===== src/rtl/nios_2_io_pkg.sv =====
// Shared constants for the Nios II board I/O conditioning blocks.
//   SW_WIDTH            : slide-switch count, matches the switch PIO in_port width
//   DEBOUNCE_10MS_50MHZ : stable cycles for a 10 ms debounce window at 50 MHz
//   DEBOUNCE_SIM        : short debounce window for simulation only
package nios_2_io_pkg;

    localparam int unsigned SW_WIDTH            = 5;
    localparam int unsigned DEBOUNCE_10MS_50MHZ = 500000;
    localparam int unsigned DEBOUNCE_SIM        = 4;

endpackage


===== src/rtl/nios_2_debounce_bit.sv =====
// Single-bit switch conditioner: two-flop synchroniser, stability counter,
// debounced level flop and registered rise/fall strobes.
// Ports:
//   clk       : system clock
//   reset_n   : asynchronous active-low reset
//   sw_raw    : raw asynchronous switch pin
//   sw_clean  : debounced level
//   sw_rise   : one-cycle strobe when sw_clean goes 0->1
//   sw_fall   : one-cycle strobe when sw_clean goes 1->0
//   rise_nxt  : combinational next-state of sw_rise (for the shared change flag)
//   fall_nxt  : combinational next-state of sw_fall (for the shared change flag)
module nios_2_debounce_bit
    import nios_2_io_pkg::*;
#(
    parameter int unsigned DEBOUNCE_CYCLES = DEBOUNCE_10MS_50MHZ
) (
    input  logic clk,
    input  logic reset_n,
    input  logic sw_raw,
    output logic sw_clean,
    output logic sw_rise,
    output logic sw_fall,
    output logic rise_nxt,
    output logic fall_nxt
);

    localparam int unsigned CNT_W = $clog2(DEBOUNCE_CYCLES);
    localparam logic [CNT_W-1:0] CNT_MAX = CNT_W'(DEBOUNCE_CYCLES - 1);

    logic             sync1;
    logic             sync2;
    logic [CNT_W-1:0] cnt;
    logic [CNT_W-1:0] cnt_nxt;
    logic             clean_nxt;

    // A bounce back to the accepted level restarts the count; the count never
    // passes CNT_MAX because it is cleared on the qualifying edge.
    always_comb begin
        cnt_nxt   = cnt;
        clean_nxt = sw_clean;
        rise_nxt  = 1'b0;
        fall_nxt  = 1'b0;
        if (sync2 == sw_clean) begin
            cnt_nxt = '0;
        end else if (cnt == CNT_MAX) begin
            cnt_nxt   = '0;
            clean_nxt = sync2;
            rise_nxt  = sync2;
            fall_nxt  = ~sync2;
        end else begin
            cnt_nxt = cnt + CNT_W'(1);
        end
    end

    always_ff @(posedge clk or negedge reset_n) begin
        if (!reset_n) begin
            sync1    <= 1'b0;
            sync2    <= 1'b0;
            cnt      <= '0;
            sw_clean <= 1'b0;
            sw_rise  <= 1'b0;
            sw_fall  <= 1'b0;
        end else begin
            sync1    <= sw_raw;
            sync2    <= sync1;
            cnt      <= cnt_nxt;
            sw_clean <= clean_nxt;
            sw_rise  <= rise_nxt;
            sw_fall  <= fall_nxt;
        end
    end

endmodule


===== src/rtl/nios_2_switch_debounce.sv =====
// Slide-switch conditioning stage in front of the switch PIO in_port.
// Each bit is synchronised and debounced independently; registered per-bit
// edge strobes and a combined change flag are provided for event-driven logic.
// Ports:
//   clk        : system clock (same as the PIO)
//   reset_n    : asynchronous active-low reset
//   sw_raw     : raw, bouncing switch pins
//   sw_clean   : debounced levels, drives PIO in_port
//   sw_rise    : per-bit one-cycle strobe on sw_clean 0->1
//   sw_fall    : per-bit one-cycle strobe on sw_clean 1->0
//   sw_changed : OR of all strobes, registered alongside them
module nios_2_switch_debounce
    import nios_2_io_pkg::*;
#(
    parameter int unsigned WIDTH           = SW_WIDTH,
    parameter int unsigned DEBOUNCE_CYCLES = DEBOUNCE_10MS_50MHZ
) (
    input  logic             clk,
    input  logic             reset_n,
    input  logic [WIDTH-1:0] sw_raw,
    output logic [WIDTH-1:0] sw_clean,
    output logic [WIDTH-1:0] sw_rise,
    output logic [WIDTH-1:0] sw_fall,
    output logic             sw_changed
);

    if (DEBOUNCE_CYCLES < 2) begin : g_bad_cycles
        $fatal(1, "nios_2_switch_debounce: DEBOUNCE_CYCLES must be >= 2");
    end

    logic [WIDTH-1:0] rise_nxt;
    logic [WIDTH-1:0] fall_nxt;

    for (genvar i = 0; i < WIDTH; i++) begin : g_bit
        nios_2_debounce_bit #(
            .DEBOUNCE_CYCLES(DEBOUNCE_CYCLES)
        ) u_bit (
            .clk      (clk),
            .reset_n  (reset_n),
            .sw_raw   (sw_raw[i]),
            .sw_clean (sw_clean[i]),
            .sw_rise  (sw_rise[i]),
            .sw_fall  (sw_fall[i]),
            .rise_nxt (rise_nxt[i]),
            .fall_nxt (fall_nxt[i])
        );
    end

    // Built from next-state strobes so the flag lands in the same cycle as them.
    always_ff @(posedge clk or negedge reset_n) begin
        if (!reset_n) begin
            sw_changed <= 1'b0;
        end else begin
            sw_changed <= |(rise_nxt | fall_nxt);
        end
    end

endmodule


===== config.mk =====
export PLATFORM = sky130hd
export DESIGN_NAME = nios_2_switch_debounce
export DESIGN_NICKNAME = d
export VERILOG_FILES = /design/src/rtl/nios_2_io_pkg.sv /design/src/rtl/nios_2_debounce_bit.sv /design/src/rtl/nios_2_switch_debounce.sv
export SDC_FILE = /design/constraint.sdc
export NUM_CORES = 1
export LEC_CHECK = 0
export ABC_AREA = 1
export CAP_MARGIN = 25
export CORE_UTILIZATION = 45
export DETAILED_ROUTE_END_ITERATION = 10
export GPL_TIMING_DRIVEN = 0
export PLACE_DENSITY = 0.64
export SLEW_MARGIN = 40
export SYNTH_ARGS = -nofsm -noshare
export SYNTH_HDL_FRONTEND = slang
export SYNTH_SLANG_ARGS = --single-unit

===== constraint.sdc =====
create_clock -name clk -period 4.35 [get_ports clk]
set_input_delay 1.0875 -clock clk [delete_from_list [all_inputs] [get_ports clk]]
set_output_delay 1.0875 -clock clk [all_outputs]
set_load 0.01 [all_outputs]

==> reports/metrics.csv <==
stage,metric,value,unit
timing,setup-tns-final,0,ns
worst_setup_path,path_class,reg2out,
cts,clockBufferDepth,2,
place,gp_congestion,0.838,
worst_setup_path,cp-start-kind,register,
timing,whs,0.346,ns
global_route,grt_first_pass_wirelength,20.5,mm
timing,finalSetupViolCount,0,
pwr,power,2.70,mW
floorplanning,die_area,14200,um2
floorplanning,rows,42,
pwr,p_comb_frac,0.027,
finish,final_common_cell,nor2_1,
worst_setup_path,cp_max_fo,4,
synthesis,synth_largest_area_cell,dfrtp_1,
global_route,grt_pass1_vias,4662,
timing,worst_pin_slew,0.498,ns
floorplanning,dieHeight,119,um
worst_setup_path,crit_required,3.26,ns
pwr,leakagePower,3.26,nW
synthesis,synth_top_area_frac,0.489,
drt,final_antenna_net_count,0,
timing,skew,0.0102,ns
synthesis,ys_seq_area_frac,0.489,
timing,fin_crit,2.54,ns
cts,clock_sinks,121,
worst_setup_path,end_kind,primary output,
finish,diodes,0,
timing,max_freq,0.394,GHz
cts,post_cts_buffers,0,
drt,drt_iter0_markers,247,
synthesis,syn-cell-area,6190,um2
global_route,antenna_found_initial,0,
pwr,clkPwrFrac,0.545,
finish,drive_gt1_frac,0.133,
place,hpwlAfterDp,8.00,mm
pwr,p_sw_frac,0.200,
synthesis,synthTopCellsByArea,"dfrtp_1, nor2_1, nand2_1, inv_1, xor2_1",
floorplanning,die-width,119,um
floorplanning,core-area,13300,um2
drt,vias_per_cell,4.78,
status,status,completed,
timing,maxSlewViolCount,0,
synthesis,syn_area_per_cell,8.11,um2
drt,vias,4745,
cts,ctsHoldBuffers,0,
pwr,p_int,2.16,mW
drt,drt_pass1_iterations,5,
cts,cts_resized,0,
global_route,grt_max_degree,63,
timing,finalCritPeriodShare,0.583,
pwr,p_seq_frac,0.427,
synthesis,syn_nets,775,
drt,finalWirelength,11.5,mm
finish,areaGrowthSynthToFinish,17.7,%
global_route,grt_usage,0.181,
synthesis,ys_types,31,
synthesis,ys_warn_count,0,
floorplanning,io_pins,23,
synthesis,synth-seq-cells,121,
finish,utilization,0.546,
worst_setup_path,worst_ep_arrival_time,1.45,ns
floorplanning,initial_utilization,0.464,
cts,cts_tree,built,
drt,drc,0,
cts,clk_pin_slew,0.05,ns
cts,clkLatencyLatePin,0.42,ns
synthesis,netlist_instances,763,
min_path,hp-class,reg2reg,
timing,slew_headroom,0.668,
cts,cts_buffers,17,
pwr,ir_worst_vdd,258,uV
pwr,p_sw,0.540,mW
timing,hold_viol,0,
pwr,power_density,371,nW/um2
finish,final_cell_mix,"nor2_1, nand2_1, dfrtp_1",
place,numPortBuffers,22,
run,cap_violations,0,
drt,drt-wirelength-per-cell,11.6,um
finish,final_nets,817,
cts,htreeDepth,4,
cts,clock-root-buffer,clkbuf_16,
global_route,gr-total-overflow,0,
timing,rsz0062_at_grt,no,
finish,fillerInstances,1218,
routing by layer:
metal | wire (um) | part of all wire | track usage | up-vias
met5 | 0 | 0 | 0 | -
met4 | 146 | 0.013 | 0.0617 | 0
met3 | 320 | 0.028 | 0.0503 | 13
met2 | 5550 | 0.48 | 0.304 | 60
met1 | 5490 | 0.48 | 0.222 | 2227
li1 | - | - | - | 2445
per-stage QoR:
stage,setup slack [ns],cell area [um2],instances
final,1.81,7280,993
after global routing,1.75,7280,993
after CTS,1.79,7280,993
after detailed placement,2.25,6660,962
after global placement,-2.53,6630,961
after floorplan,2.75,6190,763
synthesized netlist by cell type, drive strengths merged:
| cell | n |
|---|---|
| o22ai | 1 |
| nor3 | 39 |
| o21ai | 18 |
| ha | 5 |
| nand4 | 8 |
| a21o | 1 |
| nor2 | 190 |
| nand3 | 44 |
| a211oi | 1 |
| xnor2 | 10 |
| nand2 | 149 |
| nor3b | 4 |
| a21oi | 15 |
| nand3b | 5 |
| xor2 | 31 |
| inv | 102 |
| or2 | 2 |
| o211ai | 2 |
| buf | 15 |
| dfrtp | 121 |
power by group through the flow:
stage / combinational (mW) / sequential (mW) / clock (mW)
floorplan: 0.0353 / 1.17 / 0
finish: 0.0738 / 1.15 / 1.47
global route: 0.0880 / 1.16 / 1.56
global placement: 0.0715 / 1.17 / 0
CTS: 0.0775 / 1.15 / 1.50
detailed placement: 0.0771 / 1.17 / 0
worst max-delay path, stage by stage (launching register included):
cell	delay, ns
dfrtp_1	0.39
buf_4	0.13
clkdlybuf4s50_1	0.52
logic make-up after synthesis:
group | Yosys count | share of synthesized area
XOR/XNOR | 41 | 0.0580
adder cells (fa/ha/maj) | 5 | 0.0101
buffers and inverters | 117 | 0.0800
AND/OR/NAND/NOR | 441 | 0.328
flip-flops | 121 | 0.489
AO/OA/AOI/OAI | 38 | 0.0350
sequential cells by signal, indices dropped and copies added (netlist names):
name	count
g_bit.u_bit.sw_rise	5
g_bit.u_bit.sync1	5
g_bit.u_bit.sync2	5
g_bit.u_bit.cnt	95
g_bit.u_bit.sw_clean	5
sw_changed	1
g_bit.u_bit.sw_fall	5
cell type report:
cell class                      count  area, um2  share of cell area
Buffer                             15        113              0.0155
Clock buffer                       23        478              0.0656
Clock inverter                      8        143              0.0196
Inverter                          102        383              0.0526
Multi-Input combinational cell    525       2670               0.366
Sequential cell                   121       3030               0.416
Tap cell                          176        220              0.0302
Timing Repair Buffer               23        253              0.0347
worst paths after layout:
path                       cells after the start                endpoint  slack, ns                     from
max reg2reg                                    8  g_bit[2].u_bit.cnt[13]       2.72    g_bit[2].u_bit.cnt[0]
min                                            0    g_bit[1].u_bit.sync2       0.35     g_bit[1].u_bit.sync1
min in group asynchronous                      1  g_bit[4].u_bit.cnt[12]       0.60                  reset_n
min reg2reg                                    0    g_bit[1].u_bit.sync2       0.35     g_bit[1].u_bit.sync1
max                                            2             sw_clean[1]       1.81  g_bit[1].u_bit.sw_clean
max in group asynchronous                      2  g_bit[3].u_bit.cnt[10]       3.09                  reset_n
No activity file was read; power rests on OpenSTA's default activity.
